[src/rtl/jfpjc_pkg.sv]
// Shared constants, drain state encoding and helpers for the jfpjc DCT output path.
package jfpjc_pkg;

    localparam int DCT_BLOCK_WORDS = 64;
    localparam int COEF_W          = 16;
    localparam int NUM_DCTS        = 5;
    localparam int NUM_BUFS        = 4;

    typedef enum logic [1:0] {
        ARM,
        IDLE,
        READ
    } drain_state_t;

    function automatic int clog2(input int value);
        int result;
        result = 0;
        while ((1 << result) < value) begin
            result++;
        end
        return result;
    endfunction

endpackage

[src/rtl/jfpjc_skid_fifo2.sv]
// Two-entry first-word-fall-through FIFO; the head entry is always presented on head_data.
module jfpjc_skid_fifo2 #(
    parameter int WIDTH = 8
) (
    input  logic             clock,
    input  logic             nreset,
    input  logic             push,
    input  logic [WIDTH-1:0] push_data,
    input  logic             pop,
    output logic [WIDTH-1:0] head_data,
    output logic [1:0]       count
);

    logic [WIDTH-1:0] head_q;
    logic [WIDTH-1:0] tail_q;
    logic [1:0]       count_q;

    // Entry 0 is the head; entry 1 only holds data while two words are queued.
    always_ff @(posedge clock or negedge nreset) begin
        if (!nreset) begin
            head_q  <= '0;
            tail_q  <= '0;
            count_q <= '0;
        end else if (pop && count_q != 2'd0) begin
            if (push) begin
                if (count_q == 2'd1) begin
                    head_q <= push_data;
                end else begin
                    head_q <= tail_q;
                    tail_q <= push_data;
                end
            end else begin
                head_q  <= tail_q;
                count_q <= count_q - 2'd1;
            end
        end else if (push && count_q != 2'd2) begin
            if (count_q == 2'd0) begin
                head_q <= push_data;
            end else begin
                tail_q <= push_data;
            end
            count_q <= count_q + 2'd1;
        end
    end

    assign head_data = head_q;
    assign count     = count_q;

endmodule

[src/rtl/jfpjc_dct_drain.sv]
// Drains the just-completed back buffer of every DCT output memory after each frontbuffer
// flip and streams the coefficients on a valid/ready interface.
module jfpjc_dct_drain #(
    parameter int  NUM_DCTS    = jfpjc_pkg::NUM_DCTS,
    parameter int  BLOCK_WORDS = jfpjc_pkg::DCT_BLOCK_WORDS,
    parameter int  NUM_BUFS    = jfpjc_pkg::NUM_BUFS,
    parameter int  COEF_W      = jfpjc_pkg::COEF_W,
    localparam int BUF_W       = jfpjc_pkg::clog2(NUM_BUFS),
    localparam int SEL_W       = jfpjc_pkg::clog2(NUM_DCTS),
    localparam int ADDR_W      = jfpjc_pkg::clog2(NUM_BUFS * BLOCK_WORDS)
) (
    input  logic              clock,
    input  logic              nreset,
    input  logic [BUF_W-1:0]  dcts_frontbuffer,
    output logic              dct_rd_en,
    output logic [SEL_W-1:0]  dct_rd_sel,
    output logic [ADDR_W-1:0] dct_rd_addr,
    input  logic [COEF_W-1:0] dct_rd_data,
    output logic [COEF_W-1:0] coef_data,
    output logic              coef_valid,
    input  logic              coef_ready,
    output logic [SEL_W-1:0]  coef_dct_idx,
    output logic              coef_first,
    output logic              coef_last,
    output logic              busy,
    output logic              overrun,
    input  logic              overrun_clear
);

    import jfpjc_pkg::*;

    localparam int WORD_W = clog2(BLOCK_WORDS);
    localparam int FIFO_W = COEF_W + SEL_W + 2;

    drain_state_t      state;
    logic [BUF_W-1:0]  prev_fb;
    logic [BUF_W-1:0]  slot;
    logic [SEL_W-1:0]  dct;
    logic [WORD_W-1:0] word;
    logic              pend_valid;
    logic [BUF_W-1:0]  pend_slot;
    logic              rd_q;
    logic [SEL_W-1:0]  tag_dct_q;
    logic              tag_first_q;
    logic              tag_last_q;
    logic [FIFO_W-1:0] fifo_head;
    logic [1:0]        fifo_count;
    logic [2:0]        occupancy;
    logic              flip;
    logic              pop;
    logic              issue;
    logic              last_read;

    assign flip = (state != ARM) && (dcts_frontbuffer != prev_fb);
    assign pop  = coef_valid && coef_ready;

    // Counting this cycle's pop is what lets a 2-entry FIFO sustain one word per clock without loss.
    assign occupancy = 3'(fifo_count) - 3'(pop) + 3'(rd_q);
    assign issue     = (state == READ) && (occupancy < 3'd2);
    assign last_read = issue && (dct == SEL_W'(NUM_DCTS - 1)) && (word == WORD_W'(BLOCK_WORDS - 1));

    assign dct_rd_en   = issue;
    assign dct_rd_sel  = dct;
    assign dct_rd_addr = ADDR_W'(slot) * ADDR_W'(BLOCK_WORDS) + ADDR_W'(word);

    always_ff @(posedge clock or negedge nreset) begin
        if (!nreset) begin
            state       <= ARM;
            prev_fb     <= '0;
            slot        <= '0;
            dct         <= '0;
            word        <= '0;
            pend_valid  <= 1'b0;
            pend_slot   <= '0;
            overrun     <= 1'b0;
            rd_q        <= 1'b0;
            tag_dct_q   <= '0;
            tag_first_q <= 1'b0;
            tag_last_q  <= 1'b0;
        end else begin
            prev_fb     <= dcts_frontbuffer;
            rd_q        <= issue;
            tag_dct_q   <= dct;
            tag_first_q <= (word == '0);
            tag_last_q  <= last_read;
            if (overrun_clear) begin
                overrun <= 1'b0;
            end
            case (state)
                ARM: begin
                    state <= IDLE;
                end
                IDLE: begin
                    if (flip) begin
                        slot  <= prev_fb;
                        dct   <= '0;
                        word  <= '0;
                        state <= READ;
                    end
                end
                READ: begin
                    if (issue) begin
                        if (word == WORD_W'(BLOCK_WORDS - 1)) begin
                            word <= '0;
                            dct  <= dct + 1'b1;
                        end else begin
                            word <= word + 1'b1;
                        end
                    end
                    // A flip landing on the final read becomes the next group directly.
                    if (last_read) begin
                        dct  <= '0;
                        word <= '0;
                        if (pend_valid) begin
                            slot       <= pend_slot;
                            pend_valid <= flip;
                            pend_slot  <= prev_fb;
                        end else if (flip) begin
                            slot <= prev_fb;
                        end else begin
                            state <= IDLE;
                        end
                    end else if (flip) begin
                        if (!pend_valid) begin
                            pend_valid <= 1'b1;
                            pend_slot  <= prev_fb;
                        end else begin
                            overrun <= 1'b1;
                        end
                    end
                end
                default: begin
                    state <= ARM;
                end
            endcase
        end
    end

    jfpjc_skid_fifo2 #(
        .WIDTH(FIFO_W)
    ) u_fifo (
        .clock     (clock),
        .nreset    (nreset),
        .push      (rd_q),
        .push_data ({dct_rd_data, tag_dct_q, tag_first_q, tag_last_q}),
        .pop       (pop),
        .head_data (fifo_head),
        .count     (fifo_count)
    );

    assign {coef_data, coef_dct_idx, coef_first, coef_last} = fifo_head;
    assign coef_valid = (fifo_count != 2'd0);
    assign busy       = (state == READ) || pend_valid || rd_q || (fifo_count != 2'd0);

endmodule

[config.mk]
export PLATFORM = sky130hd
export DESIGN_NAME = jfpjc_dct_drain
export DESIGN_NICKNAME = d
export VERILOG_FILES = /design/src/rtl/jfpjc_pkg.sv /design/src/rtl/jfpjc_skid_fifo2.sv /design/src/rtl/jfpjc_dct_drain.sv
export SDC_FILE = /design/constraint.sdc
export NUM_CORES = 1
export LEC_CHECK = 0
export ABC_AREA = 1
export CORE_MARGIN = 2
export CORE_UTILIZATION = 53
export CTS_CLUSTER_SIZE = 40
export DETAILED_ROUTE_END_ITERATION = 10
export GPL_TIMING_DRIVEN = 0
export PLACE_DENSITY = 0.89
export SLEW_MARGIN = 0
export SYNTH_ARGS = -nofsm -noshare
export SYNTH_HDL_FRONTEND = slang
export SYNTH_SLANG_ARGS = --single-unit
[constraint.sdc]
create_clock -name clock -period 3 [get_ports clock]
set_clock_uncertainty 0.1 [all_clocks]
set_input_delay 0.6 -clock clock [delete_from_list [all_inputs] [get_ports clock]]
set_output_delay 0.6 -clock clock [all_outputs]
set_load 0.02 [all_outputs]
# Word-level counts from Yosys, hierarchy flattened
# Cells that the tools add are included.
[classes]
eq_ne = 19
n_addsub = 7
n_reduce_logical = 28
muxes = 44
n_lt_le_gt_ge = 1
[op_table]
columns = ["op", "count"]
rows = [
  ["$mux W21", 10],
  ["$mux W2", 14],
  ["$mux W6", 4],
  ["$ne A2 B2 Y1 const B", 9],
  ["$reduce_and A4 Y1", 4],
  ["$mux W3", 4],
  ["$pmux W6 S2", 1],
  ["$reduce_bool A2 Y1", 6],
  ["$add A8 B6 Y8", 1],
  ["$mux W1", 8],
  ["$reduce_and A2 Y1", 4],
  ["$logic_and A1 B1 Y1", 7],
  ["$add A6 B1 Y6 const B", 1],
  ["$eq A6 B6 Y1 const B", 1],
  ["$logic_not A6 Y1", 1],
  ["$ne A3 B3 Y1 const B", 2],
  ["$pmux W2 S3", 1],
  ["$pmux W3 S2", 1],
  ["$eq A2 B1 Y1 const B", 2],
  ["$logic_not A2 Y1", 2],
  ["$ne A2 B1 Y1 const B", 2],
  ["$pmux W2 S2", 1],
  ["$add A3 B1 Y3", 1],
  ["$add A3 B1 Y3 const B", 1],
  ["9 further kinds", 11],
]
[totals]
register_bits = 69
wordCells = 114
inputBits = 22
output_inout_bits = 36

# Longest topological paths before layout
# Gate-level depths: netlist (run 1).
[logic_depth]
depth_word = 10
ltp_mapped = 17
ltp_nobuf = 17

# Modules after synthesis
# Synthesis (run 1) repeated with hierarchy kept, for this count alone.
[unflattened]
hier_cells = 460
area_unflattened_um2 = 3759.9
[modules_own_cells]
columns = ["mod", "instances", "cells_per_inst", "area_per_inst_um2", "seq_area_each_um2"]
rows = [
  ["jfpjc_skid_fifo2", 1, 287, 2307.2, 1101.1],
  ["jfpjc_dct_drain", 1, 173, 1452.6, 625.6],
]

# Least setup slack after synthesis (run 1)
# No wires, ideal clock.
[synth_path]
path_kind = "register to register"
start = "register u_fifo.count_q[1] (netlist: u_fifo.count[1])"
end = "register state[1]"
stages_incl_launch_ff = 15
setup_ps = 117
path_buffers = 0
t_arrival_ps = 2652
path_slack_ps = 131
synth_period_minus_slack_ps = 2869
t_required_ps = 2783
cell_sequence = "dfrtp_1 > inv_2 > ha_1 > nor2_4 > inv_2 > ha_1 > nand2_1 > fa_1 > nand3_2 > nor2_2 > nand3_2 > nand2_1 > nand3_1 > nand2_1 > nand2_1"
[synth_between]
elab_chain_len = 10
[synth_lines]
columns = ["element", "line_no", "source"]
rows = [
  ["from (decl)", "jfpjc_skid_fifo2.sv:16", "logic [1:0] count_q;"],
  ["from (signal assigned)", "jfpjc_skid_fifo2.sv:34", "count_q <= count_q - 2'd1;"],
  ["from (signal assigned)", "jfpjc_skid_fifo2.sv:42", "count_q <= count_q + 2'd1;"],
  ["$reduce_bool A2 Y1", "jfpjc_dct_drain.sv:152", "assign coef_valid = (fifo_count != 2'd0);"],
  ["$logic_and A1 B1 Y1", "jfpjc_dct_drain.sv:55", "assign pop = coef_valid && coef_ready;"],
  ["$sub A2 B1 Y3 *", "jfpjc_dct_drain.sv:58", "assign occupancy = 3'(fifo_count) - 3'(pop) + 3'(rd_q);"],
  ["$add A3 B1 Y3 *", "jfpjc_dct_drain.sv:58", ""],
  ["$lt A3 B2 Y1 *", "jfpjc_dct_drain.sv:59", "assign issue = (state == READ) && (occupancy < 3'd2);"],
  ["$logic_and A1 B1 Y1 *", "jfpjc_dct_drain.sv:59", ""],
  ["net dct_rd_en", "jfpjc_dct_drain.sv:15", "output logic dct_rd_en,"],
  ["$logic_and A1 B1 Y1 * (2 in series)", "jfpjc_dct_drain.sv:60", "assign last_read = issue && (dct == SEL_W'(NUM_DCTS - 1)) && (word == WORD_W'(BLOCK_WORDS - 1));"],
  ["$ne A2 B2 Y1 (no line) *", "n/a", ""],
  ["$reduce_and A4 Y1 (no line) *", "n/a", ""],
  ["to (signal assigned)", "jfpjc_dct_drain.sv:68", "state <= ARM;"],
  ["to (signal assigned)", "jfpjc_dct_drain.sv:91", "state <= IDLE;"],
  ["to (signal assigned)", "jfpjc_dct_drain.sv:98", "state <= READ;"],
  ["to (decl)", "jfpjc_dct_drain.sv:35", "drain_state_t state;"],
]
# The timed path passes the listed nets; every way through them passes the cells marked *.
# A chain may end at the register's enable or synchronous reset.

# Worst setup path after layout (run 1)
[layout_path]
start = "register u_fifo.count_q[1] (netlist: u_fifo.count[1])"
end = "output dct_rd_en"
[layout_between]
elab_chain_len = 6
[layout_lines]
columns = ["element", "line_no"]
rows = [
  ["$reduce_bool A2 Y1", "jfpjc_dct_drain.sv:152"],
  ["$logic_and A1 B1 Y1", "jfpjc_dct_drain.sv:55"],
  ["$sub A2 B1 Y3 *", "jfpjc_dct_drain.sv:58"],
  ["$add A3 B1 Y3 *", "jfpjc_dct_drain.sv:58"],
  ["$lt A3 B2 Y1 *", "jfpjc_dct_drain.sv:59"],
  ["$logic_and A1 B1 Y1 *", "jfpjc_dct_drain.sv:59"],
  ["to (decl)", "jfpjc_dct_drain.sv:15"],
]
# Mark *: on every way between the ends. The rest lies on a longest branch, timed or not.

==> results of run 1 <==
==> repair_timing <==
action,in CTS,in global routing
pin swaps,6,4
hold buffers,0,0
buffers inserted,20,6
endpoints found under the hold margin,0,0
resized for setup,15,14
cloned,0,1
endpoints found under the setup margin,5,45
==> final cells by class <==
class,count,share of cell area (%)
flip-flops and latches,69,38.2
multi-input cells,280,32.9
repair buffers,82,16.7
clock buffers,11,3.13
inverters,31,2.63
plain buffers,17,2.41
well taps,77,2.13
clock inverters,5,1.85
==> flip-flops by register name, summed over array words and instances, names as in the netlist <==
| signal | cells |
|---|---|
| pend_valid | 1 |
| tag_first_q | 1 |
| prev_fb | 2 |
| u_fifo.head_data | 21 |
| u_fifo.count | 2 |
| tag_last_q | 1 |
| u_fifo.tail_q | 21 |
| state | 2 |
| dct_rd_sel | 3 |
| slot | 2 |
| overrun | 1 |
| pend_slot | 2 |
| word | 6 |
| tag_dct_q | 3 |
| rd_q | 1 |
==> kinds of logic after synthesis <==
logic type / synth area share [%]
XOR/XNOR: 1.04
flip-flops: 51.2
AO/OA/AOI/OAI: 7.50
AND/OR/NAND/NOR: 29.2
adder cells (fa/ha/maj): 5.05
buffers and inverters: 6.01
==> worst max path at each step <==
stage,startpoint,end,slack (ns),cells past startpoint
after global placement,nreset,u_fifo.head_data[4]$_DFFE_PN0P_,-1.02,1
after global routing,u_fifo.count[1]$_DFFE_PN0P_,dct_rd_en,-0.14,10
after floorplan,u_fifo.count[1]$_DFFE_PN0P_,state[1]$_DFFE_PN0P_,0.13,14
final,u_fifo.count[1]$_DFFE_PN0P_,dct_rd_en,-0.07,10
after CTS,u_fifo.count[1]$_DFFE_PN0P_,dct_rd_en,-0.04,10
after detailed placement,coef_ready,dct_rd_en,-0.92,10
==> metrics by stage <==
| step | setup TNS, ns | hold WS, ns |
|---|---|---|
| 2_1_floorplan | 0 | 0.204 |
| 3_3_place_gp | -74.12 | 0.347 |
| 3_5_place_dp | -4.97 | 0.354 |
| 4_1_cts | -0.0409 | 0.289 |
| 5_1_grt | -0.143 | 0.334 |
| 6_report | -0.0712 | 0.250 |
==> where the power goes <==
part           internal, mW  leakage, nW  switching, mW
combinational          1.03         1.22           1.38
sequential             1.30        0.849          0.232
clock                 0.492        0.106          0.368
total                  2.82         2.17           1.98
==> critical path: cells and delay by family, from the launching register on <==
family / cells / cell delay [ns]
AND/OR/NAND/NOR: 4 / 0.42
buffers and inverters: 3 / 0.25
adder cells (fa/ha/maj): 3 / 0.98
flip-flops: 1 / 0.37
==> per-layer routing <==
layer	up-vias	GRT usage (%)	wire length, µm	share of wire, %
li1	1488	-	-	-
met1	1513	30.4	3460	40
met2	120	44.1	4500	52
met3	18	6.33	535	6.2
met4	0	9.24	142	1.6
met5	-	0	0	0
==> placed cells by master, fill, tap and decap left out, drive strengths merged <==
master,n
nand2,125
dfrtp,69
nand3,61
clkdlybuf4s50,54
buf,38
inv,31
nor2,28
a31oi,21
clkbuf,17
o21ai,13
ha,12
nand4,5
xor2,4
a21oi,4
or2,2
bufinv,2
clkinvlp,2
nor3,1
o22ai,1
nor3b,1
a21o,1
fa,1
clkinv,1
clkdlybuf4s15,1
==> flow_summary.toml, run 1 <==
[outcome]
outcome = "finished with violations"
violations = "negative setup slack"

[finish]
n_fill_cell = 434
final_util_pct = 72.4
nNetsFinal = 525
antenna_cells = 0
finalInstanceArea_um2 = 4520
regArea_um2 = 1730
multi_input_area_um2 = 1490
drive_gt1_share_pct = 17.2
areaGrowthSynthToFinish_pct = 34.1
fin_cells = 572

[setup_path]
slowest_stage = "fa_2"
critical_path_class = "flop to primary output"
cp_max_fo = 3
rrSetupSlack_ns = 0.12
r2r-start = "u_fifo.count[1]$_DFFE_PN0P_"
path_cells = "inv_2 -> ha_4 -> nor2_4 -> inv_4 -> ha_4 -> nand2_2 -> fa_2 -> nand3_2 -> nor2_4 -> buf_6"
worst_setup_path_start_kind = "flop"
arrival_ns = 2.37
critPathCaptureType = "primary output"
r2r-end = "u_fifo.tail_q[16]$_DFFE_PN0P_"
worst-r2r-cell-count = 19
required_ns = 2.30
slowest_delay_ns = 0.56

[sta]
fin_crit_ns = 3.07
fmax_mhz = 326
tightestPinTransition_ns = 0.859
fin_ws_ns = -0.0712
setup_violations = 1
max_slew_margin_pct = 42.7
rsz0062_at_grt = "true"
finalMaxSlewViolations = 0
hold_viol = 0
period_share_pct = 102

[placement]
hpwl_um = 5350
placed_area_um2 = 4040
place_inst = 531
place_ws_ns = -0.916
io_buffers = 57
globalplace.congestion = 0.849

[global_routing]
grt_pass1_wl_um = 14200
globalRouteTotalUtil_pct = 25.3
grt_pass1_vias = 3205
grt_max_degree = 70
grt_overflow = 0
antenna_found_initial = 0

[logic_synthesis]
yosys-top-cells-count = "nand2_1 (120), dfrtp_1 (69), nand3_1 (58), nor2_1 (24), inv_1 (23)"
synth-warning-count = 0
synthArstFlopShare_pct = 100
synth-main-ff-cell = "dfrtp_1"
synthCells = 397
synth_top_area_share_pct = 51.2
syn_nets = 432
synth_seq_cells = 69
synth_largest_area_cell = "dfrtp_1"
synth.avg_cell_area_um2 = 8.49
synth_cell_type_count = 27
ys_top_cells_by_area = "dfrtp_1 (51%), nand2_1 (13%), nand3_1 (8.6%), ha_1 (4.5%), a31oi_1 (3.9%)"
synth-edff-count = 0
synth_area_um2 = 3370
seq_area_frac_synth_pct = 51.2
yosysMostFrequentCell = "nand2_1"

[drt]
vias = 3139
wl_per_cell_um = 15.1
routed_wl_um = 8630
post-route-drc-count = 0
drtPass1Iterations = 6
drtAntennaViolNets = 0
first_iter_violations = 227
vias_per_cell = 5.49

[floorplanning]
core_area_um2 = 6240
ios = 58
dieWidth_um = 83.8
num_rows = 29
die_y_um = 83.8
dieArea_um2 = 7010
start_util_pct = 54.0

[pwr]
power_density_nw_per_um2 = 1060
peakVddDrop_v = 0.000629
power.total_mw = 4.80
leakage_nw = 2.17

[clock_tree]
cts_sinks = 69
insertion_delay_ns = 0.35
cts_tree = "built"
cts_root_buf = "clkbuf_8"
h-tree-depth = 3
clkSlewWorstSetupHoldPaths_ns = 0.08
numCtsBuffers = 9
clock_path_buffers = 2

[hold_path]
min_path_type = "input pin to asynchronous set/reset pin"

[flow_run]
drv_cap = 0
No activity file was read; power rests on OpenSTA's default activity.
==> run 2, diff against run 1 <==
ABC_AREA = 0   (was 1)
clock period = 3.4 ns   (was 3 ns; I/O delays follow)
==> run 2 against run 1 <==
Net effect: the run now ends clean; clock power down 24%; non-clock buffer count fell by 27; global-route usage is 3.3 points lower; die area is 0.71% higher; power shrank 23%; first-iteration DRC count down 24%; area after synthesis grew 0.74%; design area is 4.9% lower; register-to-register slack about the same; routed wire length shrank 16%; via count down 16%; utilization fell by 3.9 points; critical endpoint unchanged; largest cell class unchanged.
==> flow_summary.toml, run 2 <==
[drt]
routed_wl_um = 7220
post-route-drc-count = 0
drtPass1Iterations = 4
vias = 2627
drtAntennaViolNets = 0
vias_per_cell = 5.69
first_iter_violations = 172
wl_per_cell_um = 15.6

[outcome]
outcome = "finished clean"

[floorplanning]
core_area_um2 = 6280
dieArea_um2 = 7060
die_y_um = 84.0
dieWidth_um = 84.0
start_util_pct = 54.1
num_rows = 29
ios = 58

[clock_tree]
clkSlewWorstSetupHoldPaths_ns = 0.07
ctsHoldBuffers = 0
numCtsBuffers = 9
insertion_delay_ns = 0.35
cts_root_buf = "clkbuf_8"
h-tree-depth = 3
cts_sinks = 69
cts_tree = "built"
clock_path_buffers = 2

[finish]
layout_common_cells = "dfrtp_1 (68), clkdlybuf4s50_1 (53), nor2_1 (30)"
final_util_pct = 68.5
areaGrowthSynthToFinish_pct = 26.6
antenna_cells = 0
nNetsFinal = 416
final_common_cell = "dfrtp_1"
fin_cells = 462
drive_gt1_share_pct = 14.8
n_fill_cell = 466

[global_routing]
grt_pass1_wl_um = 12300
globalRouteTotalUtil_pct = 22.0
antenna_found_initial = 0
grt_max_degree = 70
grt_pass1_vias = 2641
grt_overflow = 0

[placement]
place_inst = 446
globalplace.congestion = 0.885
io_buffers = 57
hpwl_um = 4930
place_ws_ns = -0.502

[flow_run]
drv_cap = 0

[sta]
fin_crit_ns = 3.31
hold_viol = 0
setup_violations = 0
tightestPinTransition_ns = 0.843
period_share_pct = 97.5
max_slew_margin_pct = 43.8
finalMaxSlewViolations = 0
fmax_mhz = 302
fin_ws_ns = 0.0856

[setup_path]
slowest_stage = "fa_2"
crit_top_cell = "ha_1"
required_ns = 2.62
critical_path_class = "flop to primary output"
path_cells = "inv_2 -> ha_1 -> nand2b_4 -> ha_1 -> nand2_1 -> fa_2 -> nand2_4 -> nor2_4 -> buf_4"
worst_setup_path_start_kind = "flop"
crit_family = "adder cells"
path_buf_inv = 2
cp_max_fo = 5
arrival_ns = 2.53
critPathCaptureType = "primary output"
slowest_delay_ns = 0.63

[logic_synthesis]
synth.avg_cell_area_um2 = 10.9
synth_seq_cells = 69
synth_largest_area_cell = "dfrtp_1"
seq_area_frac_synth_pct = 50.8
synth-warning-count = 0
yosysMostFrequentCell = "dfrtp_1"
synth_cell_type_count = 48
synth-edff-count = 0
synth_area_um2 = 3400
synth-main-ff-cell = "dfrtp_1"
synthArstFlopShare_pct = 100
syn_nets = 347
yosys-top-cells-count = "dfrtp_1 (69), nor2_1 (31), mux2i_1 (27), a21oi_1 (24), mux2_2 (24)"
synth_top_area_share_pct = 50.8
ys_top_cells_by_area = "dfrtp_1 (51%), mux2i_1 (8.0%), mux2_2 (8.0%), ha_1 (4.4%), a21oi_1 (3.5%)"
synthCells = 312

[pwr]
peakVddDrop_v = 0.000504
leakage_nw = 1.94
power.total_mw = 3.70
power_density_nw_per_um2 = 861

[hold_path]
min_path_type = "input pin to asynchronous set/reset pin"
## run 2: changes by cell type in the layout (fill, tap and decap cells not counted), sizes merged, moves of 24 or more
cell and delta:
buf -31, mux2 +24, nand2 -108, nand3 -53
mux2i +27
## run 2: metal layers
metal | vias up | routed length, µm | global-route usage [%]
met5 | - | 0 | 0
met4 | 0 | 146 | 9.97
met3 | 17 | 452 | 4.45
met2 | 102 | 3340 | 34.2
met1 | 1264 | 3280 | 29.9
li1 | 1244 | - | -
## run 2: cell type report
cell class / count / area [µm²] / area share, %
inverter: 18 / 67.6 / 1.57
sequential: 69 / 1730 / 40.2
timing repair buffer: 58 / 578 / 13.4
clock buffer: 9 / 124 / 2.88
multi-input combinational: 211 / 1580 / 36.8
tap: 77 / 96.3 / 2.24
buffer: 14 / 57.6 / 1.34
clock inverter: 6 / 63.8 / 1.48
## run 2: power by group
| group | leakage [nW] | switching, mW | internal, mW | total, mW |
|---|---|---|---|---|
| registers | 0.860 | 0.175 | 1.12 | 1.30 |
| logic | 0.985 | 0.950 | 0.799 | 1.75 |
| clock network | 0.0915 | 0.321 | 0.334 | 0.655 |
| total | 1.94 | 1.45 | 2.25 | 3.70 |
## run 2: final timing paths
| kind | from | endpoint | slack [ns] | cells after the start |
|---|---|---|---|---|
| max in group asynchronous | nreset | u_fifo.count[1]$_DFFE_PN0P_ | 2.27 | 1 |
| min in group clock | dct_rd_sel[1]$_DFFE_PN0P_ | tag_dct_q[1]$_DFF_PN0_ | 0.34 | 0 |
| worst max register to register | u_fifo.count[0]$_DFFE_PN0P_ | dct_rd_sel[0]$_DFFE_PN0P_ | 0.13 | 10 |
| worst min register to register | dct_rd_sel[1]$_DFFE_PN0P_ | tag_dct_q[1]$_DFF_PN0_ | 0.34 | 0 |
| worst min-delay path | nreset | u_fifo.head_data[12]$_DFFE_PN0P_ | 0.34 | 1 |
| worst max-delay path | u_fifo.count[0]$_DFFE_PN0P_ | dct_rd_en | 0.09 | 9 |
## run 2: kinds of logic after synthesis
logic type	count (synthesis)	share of synthesized area, %
flops	69	50.8
fa+ha+maj	13	5.01
xor+xnor	4	1.03
simple gates	80	11.2
mux	51	15.9
buf+inv	32	3.65
compound gates	63	12.3
## run 2: metrics by stage
stage               setup TNS (ns)  instance area, µm²  hold slack (ns)
detailed placement           -3.62                4060            0.321
CTS                        -0.0100                4280            0.343
global placement            -49.08                4060            0.324
finish                           0                4300            0.336
global route              -0.00487                4300            0.366
floorplan                        0                3400            0.284
## run 2: timing repair
action	4_1_cts	5_1_grt
gates resized for setup	11	9
endpoints found under the setup margin	8	3
pin swaps	0	2
setup buffers	1	0
